`src/rtl/mips_intc.sv`:
```
// mips_intc: memory-mapped interrupt controller feeding CP0 HWInt[5:0].
// Per-source two-flop synchroniser plus a delay flop for rise detection;
// per-source edge/level mode, pending latch with write-1-to-clear, and a
// software mask. Registers (A): 0 MASK, 1 MODE, 2 PEND, 3 STAT (read-only).
// Optional feature macro: INTC_HOLDOFF_EN adds a per-source re-arm holdoff
// counter that drops edges for HOLDOFF cycles after a software clear.
module mips_intc #(
  parameter int N       = 6,
  parameter int HOLDOFF = 8
) (
  input  logic         clk,
  input  logic         reset,
  input  logic [N-1:0] irq_in,
  input  logic [1:0]   A,
  input  logic         we,
  input  logic [31:0]  wd,
  output logic [31:0]  rd,
  output logic [5:0]   hwint
);

  logic [N-1:0] s1_r, s2_r, s3_r;
  logic [N-1:0] mask_r, mode_r, pend_r;
  logic [5:0]   hwint_r;

  logic [N-1:0] rise_s, accept_s;
  logic [N-1:0] mask_nxt_s, mode_nxt_s, pend_nxt_s;
  logic [N-1:0] w1c_s;
  logic [31:0]  pm_ext_s;
  logic [31:0]  stat_s;
  logic         wr_mask_s, wr_mode_s, wr_pend_s;
  logic         unused_s;

  // Lowest set index of v, or 7 when v is all zero.
  function automatic logic [2:0] lowest_idx(input logic [N-1:0] v);
    logic [2:0] idx;
    idx = 3'd7;
    for (int i = N - 1; i >= 0; i--) begin
      if (v[i]) idx = 3'(i);
      else      idx = idx;
    end
    return idx;
  endfunction

  assign rise_s    = s2_r & ~s3_r;
  assign wr_mask_s = we && (A == 2'd0);
  assign wr_mode_s = we && (A == 2'd1);
  assign wr_pend_s = we && (A == 2'd2);
  assign w1c_s     = wr_pend_s ? (wd[N-1:0] & mode_r) : {N{1'b0}};
  assign pm_ext_s  = 32'(pend_r & mask_r);
  assign stat_s    = {(pend_r & mask_r) != {N{1'b0}}, 28'd0, lowest_idx(pend_r & mask_r)};
  assign hwint     = hwint_r;

`ifdef INTC_HOLDOFF_EN
  localparam int CW = $clog2(HOLDOFF + 1);
  logic [CW-1:0] ho_cnt_r [N];
  logic [N-1:0]  ho_load_s;

  assign unused_s = ^{wd[31:N]};

  // Edges are only accepted once the holdoff counter has run out.
  always_comb begin
    for (int i = 0; i < N; i++) begin
      accept_s[i] = (ho_cnt_r[i] == {CW{1'b0}});
    end
  end

  // Holdoff counters: load on a clearing W1C, count down to zero.
  always_ff @(posedge clk) begin
    for (int i = 0; i < N; i++) begin
      if (reset) begin
        ho_cnt_r[i] <= {CW{1'b0}};
      end else if (ho_load_s[i]) begin
        ho_cnt_r[i] <= CW'(HOLDOFF);
      end else if (ho_cnt_r[i] != {CW{1'b0}}) begin
        ho_cnt_r[i] <= ho_cnt_r[i] - CW'(1);
      end
    end
  end
`else
  assign unused_s = ^{wd[31:N], 1'(HOLDOFF)};
  assign accept_s = {N{1'b1}};
`endif

  // Next-state for MASK, MODE and PEND, including mode-change corner cases.
  always_comb begin
    mask_nxt_s = mask_r;
    mode_nxt_s = mode_r;
    pend_nxt_s = pend_r;
`ifdef INTC_HOLDOFF_EN
    ho_load_s  = {N{1'b0}};
`endif
    if (wr_mask_s) mask_nxt_s = wd[N-1:0];
    else           mask_nxt_s = mask_r;
    if (wr_mode_s) mode_nxt_s = wd[N-1:0];
    else           mode_nxt_s = mode_r;
    for (int i = 0; i < N; i++) begin
      if (!mode_r[i] && mode_nxt_s[i]) begin
        // level -> edge: start clean, a rise on this edge is lost
        pend_nxt_s[i] = 1'b0;
      end else if (mode_r[i]) begin
        if (rise_s[i] && accept_s[i]) begin
          pend_nxt_s[i] = 1'b1;            // set beats clear
        end else if (w1c_s[i]) begin
          pend_nxt_s[i] = 1'b0;
`ifdef INTC_HOLDOFF_EN
          ho_load_s[i]  = pend_r[i];       // only a real clear re-arms holdoff
`endif
        end else begin
          pend_nxt_s[i] = pend_r[i];
        end
      end else begin
        pend_nxt_s[i] = s2_r[i];           // level source tracks synchronised line
      end
    end
  end

  // Synchronisers, register file and the registered HWInt vector.
  always_ff @(posedge clk) begin
    if (reset) begin
      s1_r    <= {N{1'b0}};
      s2_r    <= {N{1'b0}};
      s3_r    <= {N{1'b0}};
      mask_r  <= {N{1'b0}};
      mode_r  <= {N{1'b0}};
      pend_r  <= {N{1'b0}};
      hwint_r <= 6'd0;
    end else begin
      s1_r    <= irq_in;
      s2_r    <= s1_r;
      s3_r    <= s2_r;
      mask_r  <= mask_nxt_s;
      mode_r  <= mode_nxt_s;
      pend_r  <= pend_nxt_s;
      hwint_r <= pm_ext_s[5:0];
    end
  end

  // Combinational read mux.
  always_comb begin
    rd = 32'd0;
    case (A)
      2'd0:    rd = 32'(mask_r);
      2'd1:    rd = 32'(mode_r);
      2'd2:    rd = 32'(pend_r);
      2'd3:    rd = stat_s;
      default: rd = 32'd0;
    endcase
  end

endmodule

```
`config.mk`:
```
export PLATFORM = sky130hd
export DESIGN_NAME = mips_intc
export DESIGN_NICKNAME = d
export VERILOG_FILES = /design/src/rtl/mips_intc.sv
export SDC_FILE = /design/constraint.sdc
export NUM_CORES = 1
export LEC_CHECK = 0
export CAP_MARGIN = 10
export CORE_ASPECT_RATIO = 0.6
export CORE_MARGIN = 2
export CORE_UTILIZATION = 40
export CTS_CLUSTER_SIZE = 16
export DETAILED_ROUTE_END_ITERATION = 12
export PLACE_DENSITY = 0.77
export SLEW_MARGIN = 20
export SYNTH_ARGS = -nofsm -noshare
export SYNTH_HDL_FRONTEND = slang
export SYNTH_SLANG_ARGS = --single-unit
```
`constraint.sdc`:
```
create_clock -name clk -period 2.2 [get_ports clk]
set_input_delay 0.22 -clock clk [delete_from_list [all_inputs] [get_ports clk]]
set_output_delay 0.22 -clock clk [all_outputs]
set_load 0.05 [all_outputs]
```
# After elaboration in Yosys (flattened, before gate mapping)
# Cells that the tools add are included.
# op_classes
n_mux	27
reduce_logical	23
n_eq_ne	9
bitwise_logic	5
# ops
op	n
case mux 32 bit (4 select lines)	1
AND 6 bit	4
2-to-1 mux 1 bit	18
!= test 3 x 1 -> 1 bit, second input constant	6
2-to-1 mux 3 bit	4
2-to-1 mux 6 bit	2
OR reduction 2 bit	6
logical AND 1 bit	9
logical NOT 1 bit	6
inverter 6 bit	1
nonzero test 6 bit	1
== test 2 bit, second input constant	2
2-to-1 mux 2 bit	2
== test 2 x 1 -> 1 bit, second input constant	1
logical NOT 2 bit	1
# totals
elab_cells	76
inputBits	43
reg_bits	42
out_inout_bits	38

# Logic depth before layout (Yosys ltp)
# logic_depth
depth_word	8
depth_mapped	5
ltp_nobuf	4

# Least setup slack after synthesis
# OpenSTA, ideal clock, no wires.
# synth_timing
kind	register to output
from	register mode_r[3]
to	output port rd[3]
required_ns	1.980
arrival_time_ns	1.587
path_stages_with_launch	3
n_path_buf	0
slack_ns	0.393
cell_sequence	dfxtp_1 -> mux2i_1 -> o21ai_0
# synth_between
elab_chain_len	1
# synth_rtl
item	line_no	source
from (decl)	22	logic [N-1:0] mask_r, mode_r, pend_r;
from (signal assigned)	124	mode_r <= {N{1'b0}};
from (signal assigned)	132	mode_r <= mode_nxt_s;
case mux 32 bit (4 select lines)	141	case (A)
to (decl)	17	output logic [31:0] rd,
# No other way between the ends. The select of a mux whose other input is x is not followed.

# Final worst setup path
# layout_timing
from	input port A[0]
to	output port rd[1]
# layout_between
elab_chain_len	2
word_cells_on_any_way	5
cone_classes	3 x eq/ne; 1 x mux; 1 x reduce/logical
# layout_rtl
item	line_no	source
from (decl)	14	input logic [1:0] A,
== test 2 bit (tied with other cells)	141	
case mux 32 bit (4 select lines) *	141	
# Mark *: on every way between the ends. The rest lies on a longest branch, timed or not. The select of a mux whose other input is x is not followed.

==> flow_summary_export.csv <==
group,metric,value,unit
timing,fin_hold_ws,0.440,ns
detailed_routing,vias_per_cell,4.63,
synthesis,synth_area,1870,um^2
final_layout,area_growth,23.7,%
worst_setup_path,worstSetupEndpointType,"output port",
place,dp_slack,0.239,ns
clock_tree,cts_setup_buffers,0,
global_route,grt_pass1_wl,5850,um
timing,tightestPinTransition,0.496,ns
timing,slew_headroom,0.668,
floorplanning,core,4540,um^2
timing,hold_violations,0,
final_layout,fin_util,0.510,
final_layout,drive_gt1_frac,0.115,
clock_tree,htreeDepth,2,
floorplanning,die_h,57.0,um
global_route,grt_overflow,0,
clock_tree,postCtsResizedCells,0,
detailed_routing,drt-pass1-iter-count,4,
synthesis,ys_ff_latch,42,
clock_tree,clk_pin_slew,0.08,ns
worst_setup_path,crit_start,"A[0]",
timing,post-route-min-period,2.00,ns
floorplanning,die-area,5260,um^2
timing,slew_viol_final,0,
timing,tns,0,ns
clock_tree,cts_buffer_depth,2,
timing,finClkSkew,0.00417,ns
detailed_routing,wire_per_inst,12.1,um
timing,max_freq,500,MHz
final_layout,antennaDiodeCount,0,
detailed_routing,vias,1375,
global_route,antenna_found_initial,0,
place,place.gp.congestion,0.889,
worst_setup_path,cp.arrival,1.78,ns
worst_setup_path,cp-start-kind,"input port",
final_layout,n_fill_cell,448,
detailed_routing,ant_nets,0,
worst_setup_path,timing.rr.start,"pend_r[0]$_SDFFE_PP0P_",
floorplanning,pin_count,81,
power,leakagePower,0.876,nW
hold_path,min_from,"s1_r[3]$_SDFF_PP0_",
clock_tree,numCtsBuffers,5,
worst_setup_path,critPathMaxFanout,9,
floorplanning,die_w,92.3,um
detailed_routing,drt_iter0_markers,67,
clock_tree,clk_latency,0.30,ns
run_status,status,"finished, final reports clean",
place,io_buffers,29,
floorplanning,initial_core_util,0.412,
synthesis,synth_area_leader_cell,"dfxtp_1",
synthesis,seq_area_frac_synth,0.449,
timing,rsz0062_at_grt,"false",
synthesis,synth_cell_types,31,
job,drv_cap,0,
global_route,grt_pass1_vias,1235,
timing,final.period_utilization,0.910,
final_layout,layout.nets,276,
global_route,grt_max_degree,44,
clock_tree,clock_sinks,42,
detailed_routing,route.detailed.drc,0,
worst_setup_path,r2r_slack,1.25,ns
hold_path,hold_class,"register to register",
synthesis,syn-mean-instance-area,9.31,um^2
floorplanning,fp-row-count,19,
worst_setup_path,required,1.98,ns
synthesis,synth.area.top_cells,"dfxtp_1, buf_4, mux2i_1",
synthesis,yosysWarningCount,0,
detailed_routing,wl,3600,um
clock_tree,cts_hold_buffers,0,
clock_tree,cts_tree,"built",
global_route,grtUsageTotal,0.145,
worst_setup_path,critical_path_class,"input port to output port",
synthesis,synth_top_area_frac,0.449,
power,power.density,733,nW/um^2
timing,setup_slack,0.198,ns
clock_tree,clockRootBuffer,"clkbuf_8",
power,total_power,0.00170,W
synthesis,netlist_instances,201,
place,place_hpwl,2610,um
power,peakVddDrop,329,uV
timing,setup_viol,0,
==> synth_stat cells <==
| cell | number |
|---|---|
| and2b_1 | 1 |
| nand2_1 | 31 |
| o21ai_0 | 4 |
| nand2b_1 | 2 |
| a32oi_1 | 1 |
| buf_6 | 1 |
| a21oi_1 | 8 |
| nand3_1 | 7 |
| o211ai_1 | 2 |
| a21oi_4 | 1 |
| or2_4 | 1 |
| mux4_1 | 1 |
| a311oi_1 | 1 |
| nor2_1 | 15 |
| nand2_2 | 1 |
| o311ai_0 | 2 |
| nor2b_1 | 19 |
| o211ai_2 | 4 |
| nand4_1 | 1 |
| mux2i_1 | 15 |
| nor3b_4 | 1 |
| clkbuf_1 | 3 |
| dfxtp_1 | 42 |
| a31oi_1 | 1 |
| o32a_1 | 1 |
| nor3_1 | 1 |
| o311ai_1 | 4 |
| buf_4 | 26 |
| conb_1 | 1 |
| buf_2 | 2 |
| inv_1 | 1 |
==> layer usage <==
metal,GRT usage,share of wire,vias to the layer above
li1,-,-,699
met1,0.203,0.50,631
met2,0.208,0.43,40
met3,0.0489,0.056,5
met4,0.0576,0.013,0
met5,0,0,-
==> cell usage in the layout (no fill, tap or decap), drive strengths merged <==
| cell | Yosys | final |
|---|---|---|
| or2 | 1 | 1 |
| clkbuf | 3 | 5 |
| nor2 | 15 | 15 |
| bufinv | 0 | 1 |
| conb | 1 | 25 |
| buf | 29 | 11 |
| mux4 | 1 | 1 |
| mux2i | 15 | 15 |
| a32oi | 1 | 1 |
| inv | 1 | 2 |
| o32a | 1 | 1 |
| nand2 | 32 | 32 |
| nand4 | 1 | 1 |
| dfxtp | 42 | 42 |
| clkdlybuf4s50 | 0 | 22 |
| nor3b | 1 | 1 |
| a311oi | 1 | 1 |
| clkinv | 0 | 1 |
| a21oi | 9 | 9 |
| o311ai | 6 | 6 |
| nand3 | 7 | 7 |
| o21ai | 4 | 4 |
| nand2b | 2 | 2 |
| o211ai | 6 | 6 |
| nor3 | 1 | 1 |
| a31oi | 1 | 1 |
| and2b | 1 | 1 |
| nor2b | 19 | 19 |
==> report_power, final <==
group,total (W),switching (W),internal (W)
Combinational,0.000277,0.000187,0.0000904
Sequential,0.000805,0.0000199,0.000785
Clock,0.000616,0.000276,0.000340
Total,0.00170,0.000483,0.00122
==> stage by stage <==
stage / instances / instance area, um^2
3_5_place_dp: 289 / 2200
4_1_cts: 297 / 2320
2_1_floorplan: 225 / 1960
3_3_place_gp: 289 / 2200
6_report: 297 / 2320
5_1_grt: 297 / 2320
==> final timing paths <==
kind | end | depth (start not counted)
worst max-delay path | rd[1] | 5
worst min-delay path | s2_r[3]$_SDFF_PP0_ | 1
worst max register to register | pend_r[0]$_SDFFE_PP0P_ | 2
worst min register to register | s2_r[3]$_SDFF_PP0_ | 1
==> cells by family after synthesis <==
group	count (synthesis)	share of synthesized area
multiplexers	16	0.0943
other	1	0.00200
AO/OA/AOI/OAI	29	0.122
flip-flops	42	0.449
buffers and inverters	33	0.124
AND/OR/NAND/NOR	80	0.209
==> layout make-up <==
class                   count  area, um^2  share of cell area
repair buffers             33         390               0.169
flip-flops and latches     42         841               0.363
clock inverters             3        43.8              0.0189
clock buffers               5        68.8              0.0297
inverters                   1        3.75             0.00162
multi-input cells         150         890               0.384
well taps                  63        78.8              0.0340
==> critical path, stage by stage <==
cell and delay, ns:
clkdlybuf4s50_1 0.70, nand2_1 0.16, a311oi_1 0.29, o32a_1 0.27, buf_12 0.15
==> state kept, by name (all words and copies together), names as in the netlist <==
register / cells
mode_r: 6
hwint: 6
pend_r: 6
s1_r: 6
mask_r: 6
s3_r: 6
s2_r: 6
No activity file was read; power rests on OpenSTA's default activity.
